$ cat src/rtl/fft_out_collector_if.sv
// Stream-side bundle of the FFT output collector.
// Data width is 32 when COLLECTOR_SAT16_EN is defined, else 42.
interface fft_out_collector_if #(
`ifdef COLLECTOR_SAT16_EN
    parameter int OW = 32
`else
    parameter int OW = 42
`endif
);
    logic [OW-1:0] m_tdata;
    logic          m_tvalid;
    logic          m_tready;
    logic          m_tlast;

    modport master (
        output m_tdata,
        output m_tvalid,
        output m_tlast,
        input  m_tready
    );

    modport slave (
        input  m_tdata,
        input  m_tvalid,
        input  m_tlast,
        output m_tready
    );
endinterface

$ cat src/rtl/fft_out_collector.sv
// Ping-pong collector: banked FFT writes in, natural-order stream out.
// Optional COLLECTOR_SAT16_EN: saturate each component to 16 bits.
module fft_out_collector #(
    parameter int BANKS = 4,
    parameter int DEPTH = 4,
    parameter int DW    = 42
) (
    input  logic          clk,
    input  logic          rst,
    input  logic [DW-1:0] outData_0,
    input  logic [DW-1:0] outData_1,
    input  logic [DW-1:0] outData_2,
    input  logic [DW-1:0] outData_3,
    input  logic          outData_0_we,
    input  logic          outData_1_we,
    input  logic          outData_2_we,
    input  logic          outData_3_we,
    input  logic          fft_done,
    output logic          buf_ready,
    fft_out_collector_if.master m_axis,
    output logic          err_overrun,
    output logic          err_short
`ifdef COLLECTOR_SAT16_EN
    ,
    output logic          sat_flag
`endif
);
    localparam int N  = BANKS * DEPTH;
    localparam int PW = $clog2(DEPTH + 1);
    localparam int IW = $clog2(N);
`ifdef COLLECTOR_SAT16_EN
    localparam int OW = 32;
`else
    localparam int OW = DW;
`endif

    typedef enum logic {S_IDLE, S_STREAM} state_t;

    logic [DW-1:0] w_data [BANKS];
    logic          w_we   [BANKS];
    logic [DW-1:0] r_mem  [2][N];
    logic [PW-1:0] r_ptr     [BANKS];
    logic [PW-1:0] w_ptr_nxt [BANKS];
    logic          w_wr      [BANKS];
    logic [IW-1:0] w_waddr   [BANKS];
    logic [1:0]    r_full, r_full_q, w_full_nxt;
    logic          r_wr_sel, r_rd_sel, w_wr_sel_nxt;
    logic          w_commit, w_ov, w_short;
    logic          r_buf_ready, r_err_ov, r_err_short;

    state_t        r_state, w_state_nxt;
    logic [IW-1:0] r_idx, w_idx_nxt;
    logic [OW-1:0] r_tdata, w_fmt;
    logic [DW-1:0] w_rdata;
    logic          r_tvalid, r_tlast, w_tvalid_nxt, w_tlast_nxt;
    logic          w_load, w_release, w_rd_full, w_hs;

    assign w_data[0] = outData_0;
    assign w_data[1] = outData_1;
    assign w_data[2] = outData_2;
    assign w_data[3] = outData_3;
    assign w_we[0]   = outData_0_we;
    assign w_we[1]   = outData_1_we;
    assign w_we[2]   = outData_2_we;
    assign w_we[3]   = outData_3_we;

    // Same-cycle strobes count toward completeness before commit clears pointers.
    always_comb begin
        w_ov         = 1'b0;
        w_short      = 1'b0;
        w_full_nxt   = r_full;
        w_wr_sel_nxt = r_wr_sel;
        for (int b = 0; b < BANKS; b++) begin
            w_wr[b]      = w_we[b] && !r_full[r_wr_sel] && (r_ptr[b] != PW'(DEPTH));
            w_waddr[b]   = IW'(b * DEPTH) + IW'(r_ptr[b]);
            w_ptr_nxt[b] = w_wr[b] ? r_ptr[b] + PW'(1) : r_ptr[b];
            if (w_we[b] && !w_wr[b]) w_ov = 1'b1;
        end
        w_commit = fft_done && !r_full[r_wr_sel];
        if (fft_done && r_full[r_wr_sel]) w_ov = 1'b1;
        if (w_commit) begin
            for (int b = 0; b < BANKS; b++) begin
                if (w_ptr_nxt[b] != PW'(DEPTH)) w_short = 1'b1;
                w_ptr_nxt[b] = '0;
            end
            w_full_nxt[r_wr_sel] = 1'b1;
            w_wr_sel_nxt         = ~r_wr_sel;
        end
        if (w_release) w_full_nxt[r_rd_sel] = 1'b0;
    end

    always_ff @(posedge clk) begin
        for (int b = 0; b < BANKS; b++)
            if (w_wr[b]) r_mem[r_wr_sel][w_waddr[b]] <= w_data[b];
    end

    always_ff @(posedge clk or negedge rst) begin
        if (!rst) begin
            for (int b = 0; b < BANKS; b++) r_ptr[b] <= '0;
            r_full      <= '0;
            r_full_q    <= '0;
            r_wr_sel    <= 1'b0;
            r_rd_sel    <= 1'b0;
            r_buf_ready <= 1'b1;
            r_err_ov    <= 1'b0;
            r_err_short <= 1'b0;
        end else begin
            for (int b = 0; b < BANKS; b++) r_ptr[b] <= w_ptr_nxt[b];
            r_full      <= w_full_nxt;
            r_full_q    <= r_full;
            r_wr_sel    <= w_wr_sel_nxt;
            if (w_release) r_rd_sel <= ~r_rd_sel;
            r_buf_ready <= !w_full_nxt[w_wr_sel_nxt];
            r_err_ov    <= r_err_ov | w_ov;
            r_err_short <= r_err_short | w_short;
        end
    end

    // Read side sees a commit one cycle late, giving valid at commit+2.
    assign w_rd_full = r_full[r_rd_sel] & r_full_q[r_rd_sel];
    assign w_hs      = r_tvalid & m_axis.m_tready;
    assign w_rdata   = r_mem[r_rd_sel][w_idx_nxt];

    always_ff @(posedge clk or negedge rst) begin
        if (!rst) r_state <= S_IDLE;
        else      r_state <= w_state_nxt;
    end

    always_comb begin
        w_state_nxt = r_state;
        unique case (r_state)
            S_IDLE:   if (w_rd_full) w_state_nxt = S_STREAM;
            S_STREAM: if (w_hs && r_tlast) w_state_nxt = S_IDLE;
            default:  w_state_nxt = S_IDLE;
        endcase
    end

    always_comb begin
        w_load       = 1'b0;
        w_release    = 1'b0;
        w_idx_nxt    = r_idx;
        w_tvalid_nxt = r_tvalid;
        w_tlast_nxt  = r_tlast;
        unique case (r_state)
            S_IDLE: if (w_rd_full) begin
                w_load       = 1'b1;
                w_idx_nxt    = '0;
                w_tvalid_nxt = 1'b1;
                w_tlast_nxt  = 1'b0;
            end
            S_STREAM: if (w_hs) begin
                if (r_tlast) begin
                    w_release    = 1'b1;
                    w_tvalid_nxt = 1'b0;
                    w_tlast_nxt  = 1'b0;
                end else begin
                    w_load      = 1'b1;
                    w_idx_nxt   = r_idx + IW'(1);
                    w_tlast_nxt = (r_idx == IW'(N - 2));
                end
            end
            default: ;
        endcase
    end

`ifdef COLLECTOR_SAT16_EN
    localparam int HW = DW / 2;

    function automatic logic [16:0] sat16(input logic [HW-1:0] v);
        logic [HW-16:0] hi;
        hi = v[HW-1:15];
        if (!v[HW-1] && (|hi))   return {1'b1, 16'h7FFF};
        if (v[HW-1] && !(&hi))   return {1'b1, 16'h8000};
        return {1'b0, v[15:0]};
    endfunction

    logic [16:0] w_sre, w_sim;
    logic        r_sat;

    assign w_sre = sat16(w_rdata[HW-1:0]);
    assign w_sim = sat16(w_rdata[DW-1:HW]);
    assign w_fmt = {w_sim[15:0], w_sre[15:0]};

    always_ff @(posedge clk or negedge rst) begin
        if (!rst)        r_sat <= 1'b0;
        else if (w_load) r_sat <= r_sat | w_sre[16] | w_sim[16];
    end
    assign sat_flag = r_sat;
`else
    assign w_fmt = w_rdata;
`endif

    always_ff @(posedge clk or negedge rst) begin
        if (!rst) begin
            r_idx    <= '0;
            r_tdata  <= '0;
            r_tvalid <= 1'b0;
            r_tlast  <= 1'b0;
        end else begin
            r_idx    <= w_idx_nxt;
            r_tvalid <= w_tvalid_nxt;
            r_tlast  <= w_tlast_nxt;
            if (w_load) r_tdata <= w_fmt;
        end
    end

    assign m_axis.m_tdata  = r_tdata;
    assign m_axis.m_tvalid = r_tvalid;
    assign m_axis.m_tlast  = r_tlast;
    assign buf_ready       = r_buf_ready;
    assign err_overrun     = r_err_ov;
    assign err_short       = r_err_short;
endmodule

$ cat src/flat_wrapper.sv
// flat-port wrapper written by rule: the top's interface ports become plain ports
module fft_out_collector_flat 
#(
    parameter int BANKS = 4,
    parameter int DEPTH = 4,
    parameter int DW    = 42
)
  (clk, rst, outData_0, outData_1, outData_2, outData_3, outData_0_we, outData_1_we, outData_2_we, outData_3_we, fft_done, buf_ready, err_overrun, err_short, m_axis_m_tdata, m_axis_m_tvalid, m_axis_m_tlast, m_axis_m_tready);
  fft_out_collector_if m_axis_i ();
  input  logic clk;
  input  logic rst;
  input  logic [DW-1:0] outData_0;
  input  logic [DW-1:0] outData_1;
  input  logic [DW-1:0] outData_2;
  input  logic [DW-1:0] outData_3;
  input  logic outData_0_we;
  input  logic outData_1_we;
  input  logic outData_2_we;
  input  logic outData_3_we;
  input  logic fft_done;
  output logic buf_ready;
  output logic err_overrun;
  output logic err_short;
  output wire logic [$bits(m_axis_i.m_tdata)-1:0] m_axis_m_tdata;
  output wire logic [$bits(m_axis_i.m_tvalid)-1:0] m_axis_m_tvalid;
  output wire logic [$bits(m_axis_i.m_tlast)-1:0] m_axis_m_tlast;
  input wire logic [$bits(m_axis_i.m_tready)-1:0] m_axis_m_tready;
  assign m_axis_m_tdata = m_axis_i.m_tdata;
  assign m_axis_m_tvalid = m_axis_i.m_tvalid;
  assign m_axis_m_tlast = m_axis_i.m_tlast;
  assign m_axis_i.m_tready = m_axis_m_tready;
  fft_out_collector #(.BANKS(BANKS), .DEPTH(DEPTH), .DW(DW)) u_core (.clk(clk), .rst(rst), .outData_0(outData_0), .outData_1(outData_1), .outData_2(outData_2), .outData_3(outData_3), .outData_0_we(outData_0_we), .outData_1_we(outData_1_we), .outData_2_we(outData_2_we), .outData_3_we(outData_3_we), .fft_done(fft_done), .buf_ready(buf_ready), .m_axis(m_axis_i), .err_overrun(err_overrun), .err_short(err_short));
endmodule
$ cat config.mk
export PLATFORM = sky130hd
export DESIGN_NAME = fft_out_collector_flat
export DESIGN_NICKNAME = d
export VERILOG_FILES = /design/src/rtl/fft_out_collector_if.sv /design/src/rtl/fft_out_collector.sv /design/src/flat_wrapper.sv
export SDC_FILE = /design/constraint.sdc
export NUM_CORES = 2
export LEC_CHECK = 0
export CAP_MARGIN = 0
export CORE_ASPECT_RATIO = 1.4
export CORE_UTILIZATION = 25
export CTS_BUF_LIST = sky130_fd_sc_hd__clkbuf_4 sky130_fd_sc_hd__clkbuf_8
export CTS_CLUSTER_DIAMETER = 80
export DETAILED_ROUTE_END_ITERATION = 8
export PLACE_DENSITY_LB_ADDON = 0.2
export SLEW_MARGIN = 20
export SYNTH_ARGS = -nofsm -noshare
export SYNTH_HDL_FRONTEND = slang
export SYNTH_SLANG_ARGS = --single-unit
$ cat constraint.sdc
create_clock -name clk -period 7.2 [get_ports clk]
set_clock_uncertainty 0.15 [all_clocks]
set_input_delay 1.44 -clock clk [delete_from_list [all_inputs] [get_ports clk]]
set_output_delay 1.44 -clock clk [all_outputs]
set_load 0.02 [all_outputs]
==> results.toml <==
[place]
place_hpwl_um = 192900
gp_congestion = 0.8650
portBuffers = 222

[grt]
antenna_found_initial = 53
grt_overflow = 0
grt_pass1_vias = 46030
track_usage = 0.2214
grt_max_degree = 102
grt_pass1_wl_um = 403400

[yosys]
synth_edf_count = 1344
synth_top_area_share = 0.6119
synth_top_area_cell = "edfxtp_1"
async_flop_share = 0.04950
syn_area_per_cell_um2 = 13.81
synth_ff_type = "edfxtp_1"
synth.area.top_cells = "edfxtp_1 61%, mux2i_1 7.9%, mux2_2 5.8%"
synth_nets = 4971
ys_seq_elements = 1414
yosysWarnings = 0
syn-instance-count = 4777
seq_area_frac_synth = 0.6385
ys_types = 79
synth.cell_area_mm2 = 0.06596

[worst_hold_path]
min_to = "u_core.err_short"
hold_depth = 1
hp-class = "flip-flop to flip-flop"
hold_start = "u_core.err_short"

[sta]
finalMaxSlewViolations = 0
fmax_mhz = 198.7
setup_viol = 0
max_slew_margin = 0.1831
setup-tns-final_ns = 0
hold_viol_final = 0
rsz0062_at_grt = "false"
fin_crit_ns = 5.032
fin_hold_ws_ns = 0.3249
worst_pin_slew_ns = 1.222
timing.final.crit_share = 0.6989

[power]
p_sw_frac = 0.4151
leakagePower_nw = 26.35
share_comb_of_total_power = 0.398
clkPwrFrac = 0.262
p_per_area_mw_per_mm2 = 371.3
peakVddDrop_mv = 0.4240
finalPower_w = 0.02877
p_int_w = 0.01683
switchingPower_w = 0.01194
power_frac_seq = 0.340

[setup_path]
r2r-end = "u_core.m_axis.m_tdata[14]"
crit_slowest_cell = "dfrtp_4"
crit_fanout = 46
crit_type = "flip-flop to flip-flop"
cp-end-kind = "flip-flop"
crit_required_ns = 7.99
cpPeakStageDelay_ns = 0.91
r2r-start = "u_core.r_rd_sel"
crit_chain = "buf_4 > nor2_4 > a21oi_4 > buf_4 > buf_4 > o221ai_1 > a31oi_1 > a2111oi_0 > o32ai_1"
rr_worst_depth = 9
r2r_setup_slack_ns = 2.17
crit_top_cell = "buf_4"
arrival_ns = 5.82
startpoint_type = "flip-flop"

[finish]
area_growth_pct = 17.48
multiInputGateArea_mm2 = 0.02240
layout_commonest_cell = "edfxtp_1"
fill_cells = 26480
final_nets = 5121
regArea_mm2 = 0.04212
drive_gt1_frac = 0.2153
layout_common_cells = "1344 x edfxtp_1, 521 x mux2i_1, 458 x a21oi_1, 351 x nor2_1, 340 x mux2_2"
post-route-util = 0.2961

[clocking]
cts.path.max_buffers = 3
worstSkewPairLatency_ns = 1.04
cts_hold_buf = 0
cts_tree = "built"
htreeDepth = 4
clk_pin_slew_worst_paths_ns = 0.06
post_cts_buffers = 0
post_cts_resized = 0
cts_inserted_buffers = 239
cts.sink_count = 1414
root_buffer = "clkbuf_8"

[detailed_routing]
routedWlPerCell_um = 34.94
drt_first_pass_iters = 7
via_count = 45680
route.detailed.drc = 0
viasPerCell = 5.292
postRouteWirelength_um = 301600
ant_nets = 0
drt_iter0_drc = 5350

[outcome]
status = "finished, final reports clean"

[floorplan]
coreArea_mm2 = 0.2617
io_pins = 223
start_util = 0.2521
die_w_um = 436.1
die_h_um = 609.8
dieArea_mm2 = 0.2659
fp-row-count = 222

[flow_run]
max_cap_viol_count = 0
-- how the worst max path moves through the flow --
| stage | start | end | slack [ns] | cells after the start |
|---|---|---|---|---|
| after floorplan | outData_2_we | u_core.r_mem[0][126] | 2.10 | 6 |
| after CTS | u_core.r_rd_sel | u_core.m_axis.m_tdata[14] | 2.28 | 9 |
| final | u_core.r_rd_sel | u_core.m_axis.m_tdata[14] | 2.17 | 9 |
| after detailed placement | m_axis_m_tready | u_core.m_axis.m_tdata[14] | 1.35 | 9 |
| after global routing | u_core.r_rd_sel | u_core.m_axis.m_tdata[14] | 2.24 | 9 |
| after global placement | m_axis_m_tready | u_core.m_axis.m_tdata[22] | 0.05 | 9 |
-- sequential cells by signal, indices dropped and copies added, names as in the netlist, 2 cells and up --
name                   count
u_core.m_axis.m_tdata     42
u_core.r_mem            1344
u_core.r_full_q            2
u_core.r_ptr              12
u_core.r_idx               4
u_core.r_full              2
-- per-layer routing --
metal	global-route usage	share of wire	up-vias	wire length (µm)
li1	-	-	18930	-
met1	0.2723	0.39	23970	118500
met2	0.3718	0.49	2181	146500
met3	0.03653	0.066	584	20000
met4	0.1142	0.055	10	16480
met5	0	0.00020	-	61
-- critical path: cells and delay by family (launching register included) --
family	cells	cell delay (ns)
buffers and inverters	3	1.61
AOI/OAI and AO/OA	5	1.84
DFF	1	0.91
and+or+nand+nor	1	0.31
-- metrics by stage --
step / cell area [µm²] / cells / setup WS [ns]
6_report: 77490 / 8632 / 2.168
5_1_grt: 77450 / 8617 / 2.240
4_1_cts: 77430 / 8608 / 2.279
3_5_place_dp: 72500 / 8158 / 1.352
3_3_place_gp: 72450 / 8154 / 0.04667
2_1_floorplan: 65960 / 4777 / 2.101
-- Yosys cell counts, drive strengths merged, types with 10 or more instances --
cell type	count
edfxtp	1344
mux2i	523
a21oi	480
nor2	363
mux2	340
nand2	302
clkbuf	298
buf	173
mux4	97
o21ai	95
o22ai	88
o221ai	77
dfrtp	69
a211oi	55
a31oi	41
nor3	40
nand3	37
o211ai	37
a22oi	29
a2111oi	25
inv	20
a211o	19
o22a	19
a311oi	18
ha	18
o221a	16
and3	15
o31ai	13
and2	11
nor2b	11
o32ai	10
-- layout make-up --
cell class	count	area share
Clock inverter	86	0.006879
Tap cell	3472	0.05606
Sequential cell	1414	0.5435
Clock buffer	364	0.05674
Inverter	20	0.001098
Antenna cell	24	0.0007751
Multi-Input combinational cell	2872	0.2891
Timing Repair Buffer	380	0.04586
-- power groups by stage --
stage               Clock [W]  Combinational (W)  Sequential, W
finish                0.00755             0.0114        0.00978
CTS                   0.00767             0.0114        0.00977
floorplan                   0            0.00603        0.00975
global route          0.00798             0.0118        0.00979
detailed placement          0             0.0113        0.00994
global placement            0             0.0112        0.00995
-- logic make-up (layout without fill, tap and decap cells) --
logic type | after synthesis | in the layout | synth area share
flip-flops | 1414 | 1414 | 0.6385
AO/OA/AOI/OAI | 1059 | 1059 | 0.1015
multiplexers | 960 | 960 | 0.1707
AND/OR/NAND/NOR | 826 | 826 | 0.05281
buffers and inverters | 491 | 850 | 0.03147
adder cells (fa/ha/maj) | 18 | 18 | 0.003415
XOR/XNOR | 9 | 9 | 0.001594
other | 0 | 24 | 0
Power figures use the tool's default switching activity.
